$ cat src/rtl/sram_bus_slave.sv
// Memory-bus slave that bridges accesses within its address window to an external async SRAM.
// Optional macro SRAM_TURNAROUND_EN inserts a bus turnaround cycle between a read and a following write.
module sram_bus_slave #(
   parameter logic [31:0] BASE_ADDR = 32'h0,
   parameter int          WIN_BITS  = 15,
   parameter int          SRAM_AW   = 13,
   parameter int          RD_WAIT   = 2,
   parameter int          WR_WAIT   = 2
) (
   input  logic               clk,
   input  logic               reset,
   input  logic               rreq,
   input  logic               wreq,
   input  logic [31:0]        addr,
   input  logic [31:0]        wdata,
   output logic [31:0]        rdata,
   output logic               ack,
   output logic               busy,
   output logic [SRAM_AW-1:0] sram_addr,
   output logic [31:0]        sram_dq_o,
   input  logic [31:0]        sram_dq_i,
   output logic               sram_dq_oe,
   output logic               sram_ce_n,
   output logic               sram_oe_n,
   output logic               sram_we_n
);

   localparam int MAX_WAIT = (RD_WAIT > WR_WAIT) ? RD_WAIT : WR_WAIT;
   localparam int CW       = $clog2(MAX_WAIT + 1);

   typedef enum logic [2:0] {
      ST_IDLE     = 3'd0,
      ST_RD       = 3'd1,
      ST_WR_SETUP = 3'd2,
      ST_WR_PULSE = 3'd3,
      ST_WR_HOLD  = 3'd4,
`ifdef SRAM_TURNAROUND_EN
      ST_DONE     = 3'd5,
      ST_TURN     = 3'd6
`else
      ST_DONE     = 3'd5
`endif
   } state_t;

   state_t        state_r;
   state_t        state_nxt_s;
   logic [CW-1:0] cnt_r;
   logic [CW-1:0] cnt_nxt_s;
   logic          hit_s;
   logic          acc_wr_s;
   logic          acc_rd_s;
   logic          rd_last_s;
   logic          addr_unused_s;
`ifdef SRAM_TURNAROUND_EN
   logic          last_rd_r;
`endif

   // Pin levels for a state, packed as {busy, ce_n, oe_n, we_n, dq_oe}.
   function automatic logic [4:0] strobes(input state_t st);
      case (st)
         ST_IDLE:     strobes = 5'b0_1_1_1_0;
         ST_RD:       strobes = 5'b1_0_0_1_0;
         ST_WR_SETUP: strobes = 5'b1_0_1_1_1;
         ST_WR_PULSE: strobes = 5'b1_0_1_0_1;
         ST_WR_HOLD:  strobes = 5'b1_0_1_1_1;
         ST_DONE:     strobes = 5'b0_1_1_1_0;
`ifdef SRAM_TURNAROUND_EN
         ST_TURN:     strobes = 5'b1_1_1_1_0;
`endif
         default:     strobes = 5'b0_1_1_1_0;
      endcase
   endfunction

   // Word offset and upper window bits alias; only the tag and word index matter.
   assign addr_unused_s = ^addr;
   assign hit_s         = (addr[31:WIN_BITS] == BASE_ADDR[31:WIN_BITS]);
   assign ack           = (rreq | wreq) & hit_s;
   assign acc_wr_s      = (state_r == ST_IDLE) & hit_s & wreq;
   assign acc_rd_s      = (state_r == ST_IDLE) & hit_s & rreq & ~wreq;
   assign rd_last_s     = (state_r == ST_RD) && (cnt_r == {CW{1'b0}});

   // Next-state and wait-counter logic; the counter reloads on entry to a timed state.
   always_comb begin
      state_nxt_s = state_r;
      cnt_nxt_s   = cnt_r;
      case (state_r)
         ST_IDLE: begin
            if (acc_wr_s) begin
`ifdef SRAM_TURNAROUND_EN
               state_nxt_s = last_rd_r ? ST_TURN : ST_WR_SETUP;
`else
               state_nxt_s = ST_WR_SETUP;
`endif
            end else if (acc_rd_s) begin
               state_nxt_s = ST_RD;
               cnt_nxt_s   = CW'(RD_WAIT - 1);
            end else begin
               state_nxt_s = ST_IDLE;
            end
         end
         ST_RD: begin
            if (cnt_r == {CW{1'b0}}) begin
               state_nxt_s = ST_DONE;
            end else begin
               cnt_nxt_s = cnt_r - CW'(1);
            end
         end
`ifdef SRAM_TURNAROUND_EN
         ST_TURN: state_nxt_s = ST_WR_SETUP;
`endif
         ST_WR_SETUP: begin
            state_nxt_s = ST_WR_PULSE;
            cnt_nxt_s   = CW'(WR_WAIT - 1);
         end
         ST_WR_PULSE: begin
            if (cnt_r == {CW{1'b0}}) begin
               state_nxt_s = ST_WR_HOLD;
            end else begin
               cnt_nxt_s = cnt_r - CW'(1);
            end
         end
         ST_WR_HOLD: state_nxt_s = ST_DONE;
         ST_DONE: begin
            // Stay parked until the master drops its request so it cannot retrigger.
            if (!rreq && !wreq) begin
               state_nxt_s = ST_IDLE;
            end else begin
               state_nxt_s = ST_DONE;
            end
         end
         default: begin
            state_nxt_s = ST_IDLE;
            cnt_nxt_s   = {CW{1'b0}};
         end
      endcase
   end

   // State register with strobes registered from the next state, so pins change on the edge.
   always_ff @(posedge clk or negedge reset) begin
      if (!reset) begin
         state_r    <= ST_IDLE;
         cnt_r      <= {CW{1'b0}};
         {busy, sram_ce_n, sram_oe_n, sram_we_n, sram_dq_oe} <= 5'b0_1_1_1_0;
         rdata      <= 32'h0;
         sram_addr  <= {SRAM_AW{1'b0}};
         sram_dq_o  <= 32'h0;
`ifdef SRAM_TURNAROUND_EN
         last_rd_r  <= 1'b0;
`endif
      end else begin
         state_r <= state_nxt_s;
         cnt_r   <= cnt_nxt_s;
         {busy, sram_ce_n, sram_oe_n, sram_we_n, sram_dq_oe} <= strobes(state_nxt_s);
         if (acc_wr_s | acc_rd_s) begin
            sram_addr <= addr[SRAM_AW+1:2];
         end
         if (acc_wr_s) begin
            sram_dq_o <= wdata;
         end
         if (rd_last_s) begin
            rdata <= sram_dq_i;
         end
`ifdef SRAM_TURNAROUND_EN
         if (acc_wr_s) begin
            last_rd_r <= 1'b0;
         end else if (acc_rd_s) begin
            last_rd_r <= 1'b1;
         end
`endif
      end
   end

endmodule

$ cat config.mk
export PLATFORM = sky130hd
export DESIGN_NAME = sram_bus_slave
export DESIGN_NICKNAME = d
export VERILOG_FILES = /design/src/rtl/sram_bus_slave.sv
export SDC_FILE = /design/constraint.sdc
export NUM_CORES = 1
export LEC_CHECK = 0
export BUFFER_PORTS_ARGS = -buffer_cell sky130_fd_sc_hd__buf_2
export CORE_ASPECT_RATIO = 1.5
export CORE_MARGIN = 8
export CORE_UTILIZATION = 45
export CTS_BUF_LIST = sky130_fd_sc_hd__clkbuf_8
export CTS_CLUSTER_DIAMETER = 40
export DETAILED_ROUTE_END_ITERATION = 12
export PLACE_DENSITY = 0.8
export SYNTH_ARGS = -nofsm -noshare
export SYNTH_HDL_FRONTEND = slang
export SYNTH_SLANG_ARGS = --single-unit
$ cat constraint.sdc
create_clock -name clk -period 3.6 [get_ports clk]
set_input_delay 0.36 -clock clk [delete_from_list [all_inputs] [get_ports clk]]
set_output_delay 0.36 -clock clk [all_outputs]
set_load 0.01 [all_outputs]
======== Yosys cells after proc, flatten, opt, wreduce, memory -nomap -nowiden ========
Index checks and enable logic that the tools add are counted.
word-level totals
  bits in registers ....................... 87
  input port bits ......................... 100
  output and inout bits ................... 83
  word-level logic and storage cells ...... 54
operators by class
  $add $sub $neg .......................... 1
  equality and inequality tests ........... 12
  muxes and demuxes ....................... 11
  bitwise logic cells ..................... 9
  reductions and logical operators ........ 11
operators by type and width
  kind                 number
  $pmux 3 s6           1
  $logic_not 17->1     1
  $pmux 5 s3           1
  $eq 3x2->1 const B   4
  $eq 3x3->1 const B   3
  $mux 3               3
  $mux 2               4
  $pmux 2 s4           1
  $eq 3x1->1 const B   2
  $ne 2x2->1 const B   3
  $reduce_or 2->1      3
  $and 1x1->1          5
  $reduce_and 4->1     1
  $logic_not 3->1      1
  $logic_and 1x1->1    2
  $logic_not 1->1      2
  $logic_not 2->1      1
  $not 1->1            2
  $or 1x1->1           2
  $sub 2x1->2 const B  1
  $mux 1               1

======== Depth between registers and ports, before layout ========
  depth after elaboration ................. 10
  depth in mapped cells ................... 6
  mapped depth without buffers ............ 6

======== Worst setup path before layout ========
Ideal clock, no wire load.
  path kind ............................... input to register
  start ................................... input port addr[21]
  end ..................................... register sram_addr[10]
  library setup time ...................... 125 ps
  arrival time ............................ 2428 ps
  data required time ...................... 3475 ps
  path slack .............................. 1047 ps
  stages on the path ...................... 6
  buffers on the path ..................... 2
  cell sequence ........................... or4_4 -> or4_4 -> or4_4 -> buf_6 -> buf_12 -> mux2_4
between the ends
  word-level cells in the longest chain between the ends .. 5
  elaborated cells between the ends (all ways) .. 6
  classes of those cells .................. 5 x bitwise; 1 x reduce/logical
RTL lines
  item                       RTL line  RTL
  from (decl)                14        input logic [31:0] addr,
  $logic_not 17->1 (*)       76        assign hit_s = (addr[31:WIN_BITS] == BASE_ADDR[31:WIN_BITS]);
  $and 1x1->1 (*)            78, 79
  $and 1x1->1 (2 in series)  79        assign acc_rd_s = (state_r == ST_IDLE) & hit_s & rreq & ~wreq;
  $or 1x1->1 (*)             154       if (acc_wr_s | acc_rd_s) begin
  to (signal assigned)       145       sram_addr <= {SRAM_AW{1'b0}};
  to (signal assigned)       155       sram_addr <= addr[SRAM_AW+1:2];
  to (decl)                  19        output logic [SRAM_AW-1:0] sram_addr,
Every way passes the cells marked *; elsewhere a longest branch is shown, timed or not.
A chain may end at the register's enable or synchronous reset.

======== Final worst setup path ========
  start ................................... register state_r[0]
  end ..................................... register sram_dq_o[29]
between the ends
  word-level cells in the longest chain between the ends .. 3
RTL lines
  item                       RTL line  RTL
  from (decl)                45        state_t state_r;
  from (signal assigned)     151       state_r <= state_nxt_s;
  $logic_not 3->1            78        assign acc_wr_s = (state_r == ST_IDLE) & hit_s & wreq;
  $and 1x1->1 (2 in series)  78
  to (signal assigned)       158       sram_dq_o <= wdata;
  to (decl)                  20        output logic [31:0] sram_dq_o,
No other way between the ends.

==> metrics.md <==
| Metric | Value |
|---|---|
| Total track usage | 15.76% |
| Ys Warns | 0 |
| Mapped Area | 3518 um^2 |
| Initial Util | 46.22% |
| NumNets Final | 511 |
| Initial DRC count | 136 |
| Largest net degree at the start of global routing | 88 |
| Total vias in the final route | 2540 |
| Max Fclk | 416.3 MHz |
| Period minus WS final | 2402 ps |
| Worst reg2reg path endpoint | sram_dq_o[29] |
| Post-synth EDFFs | 0 |
| Post-Route WL | 8.578 mm |
| Post-CTS resize count | 0 |
| Synth Flop Type | dfrtp_1 |
| R2R cell count | 4 |
| Share of post-route cells with drive strength above 1 | 69.40% |
| Hold_buf cts | 0 |
| Worst setup SP type | flop |
| Most frequent cells in the layout | buf_2, dfrtp_1, mux2_2 |
| Register bit total from synthesis | 87 |
| GRT Residual Overflow | 0 |
| Htree depth | 3 |
| Setup repair bufs after CTS | 0 |
| Vias in the first global route | 2807 |
| First-pass GRT wire length | 13.54 mm |
| Power Total | 0.002972 W |
| WHS | 195.5 ps |
| Final Hold Viols | 0 |
| Post-route setup TNS | 0 ps |
| # diodes | 0 |
| Root Buffer | clkbuf_8 |
| GPL Wtd Cong | 0.7791 |
| Fillers | 611 |
| Area delta synth->final | 33.96% |
| Clk Latency, worst-skew pair | 350 ps |
| Seq/Total Area, Yosys | 61.98% |
| Required @ worst endpoint | 3830 ps |
| DR vias/cell | 4.913 |
| Syn avg cell area | 15.50 um^2 |
| Worst Setup End Kind | flop |
| Syn Inst Count | 227 |
| Die Ht | 124.3 um |
| Clock skew | 11.85 ps |
| Drt pass-1 iters | 4 |
| Maximum clock path buffer count | 2 |
| DIE WIDTH | 88.20 um |
| Netlist cell types | 36 |
| Die ar. | 10960 um^2 |
| Static leakage | 2.592 nW |
| Run status | completed |
| Most common cell after layout, fill and taps aside | buf_2 |
| Syn Nets | 328 |
| Worst-path clk slew | 90 ps |
| Site Rows | 39 |
| Critical Path Fanout Max | 24 |
| Slew Limit Fails | 0 |
| Initial antenna violation count | 0 |
| DP Wirelength | 6.636 mm |
| Final setup violation count | 0 |
| FF-to-FF Start | state_r[0] |
| Worst relative slew slack | 28.72% |
| FFs w/ async S/R, synth | 100.0% |
| Total CTS buffers | 9 |
| Hold/Removal Path Class | in2async |
| Cell Pwr Density | 630.6 nW/um^2 |
| Routed wire per std cell | 16.59 um |
| Reg2reg setup slack | 1200 ps |
| Port-buffer cells | 180 |
| Worst vdd ir | 447.2 uV |
| Clock Sinks | 87 |
| IO Pins | 183 |
| Final Cycle Share | 66.72% |
| Crit Path Class | reg2reg |
| # DRC | 0 |
| Actual slew at the worst max-slew pin | 1069 ps |
| Core Area | 7612 um^2 |
| Worst path arrival time | 2630 ps |
| Max Cap Viol | 0 |
| CTS tree | done |
| Number of routed nets with antenna violations | 0 |
| RSZ-0062 raised after global routing | false |
worst max-delay path by stage:
stage | from | to | cells past startpoint
global placement | addr[21] | sram_addr[12] | 5
CTS | state_r[0] | sram_dq_o[12] | 4
global route | state_r[0] | sram_dq_o[24] | 4
detailed placement | addr[21] | sram_addr[3] | 5
finish | state_r[0] | sram_dq_o[29] | 4
floorplan | addr[21] | sram_addr[10] | 6
Yosys cell counts (all sizes together) (2+ instances only):
| cell type | number | share of area, % |
|---|---|---|
| dfrtp | 84 | 60 |
| nor4 | 3 | 0.96 |
| dfstp | 3 | 2.2 |
| nor3b | 2 | 0.43 |
| or4b | 2 | 0.57 |
| nand2 | 3 | 0.32 |
| clkbuf | 6 | 0.64 |
| or4 | 6 | 1.6 |
| nor2 | 3 | 0.32 |
| nor3 | 4 | 0.57 |
| a21oi | 4 | 0.57 |
| mux2 | 78 | 26 |
| buf | 5 | 1.3 |
| o21ai | 2 | 0.28 |
| inv | 6 | 0.64 |
layer usage:
layer	share of wire, %	track usage, %	routed length, um
met5	0	0	0
met4	2.0	7.908	172
met3	11	5.218	957
met2	49	25.83	4246
met1	37	17.47	3202
through the flow:
step | setup WS, ps | util [%] | cells | instance area [um^2]
final | 1198 | 61.92 | 517 | 4713
after global routing | 1082 | 61.92 | 517 | 4713
after CTS | 1176 | 61.92 | 517 | 4713
after detailed placement | 973.5 | 59.19 | 501 | 4506
after global placement | 993.4 | 59.19 | 501 | 4506
after floorplan | 1047 | - | 227 | 3518
logic make-up (layout without fill, tap and decap cells):
family	count (synthesis)	in the layout	share of synthesized area, %
AO/OA/AOI/OAI	13	13	2.561
adder cells (fa/ha/maj)	1	1	0.3556
flip-flops	87	87	61.98
buffers and inverters	17	205	2.596
AND/OR/NAND/NOR	30	30	6.188
multiplexers	79	79	26.32
layout make-up:
cell class | count | area [um^2] | share of cell area (%)
multi-input combinational | 123 | 1249 | 26.49
inverter | 6 | 22.52 | 0.4778
clock inverter | 5 | 56.30 | 1.195
tap | 102 | 127.6 | 2.708
clock buffer | 11 | 151.4 | 3.212
sequential | 87 | 2181 | 46.27
timing repair buffer | 183 | 925.9 | 19.64
critical path, cell delays in order, from the launching register on:
cell     delay (ps)
dfrtp_1         500
or4b_2          770
nor4_4          300
buf_4           340
mux2_2          370
power breakdown:
| group | switching (W) | total, W | internal [W] |
|---|---|---|---|
| logic | 0.000455 | 0.000946 | 0.000490 |
| clock network | 0.000325 | 0.000684 | 0.000359 |
| registers | 0.000124 | 0.00134 | 0.00122 |
| total | 0.000904 | 0.00297 | 0.00207 |
registers in the layout (all words and copies together) (netlist names):
name	count
sram_ce_n	1
state_r	3
rdata	32
sram_addr	13
busy	1
sram_oe_n	1
cnt_r	2
sram_we_n	1
sram_dq_oe	1
sram_dq_o	32
(Power assumes the default switching activity.)
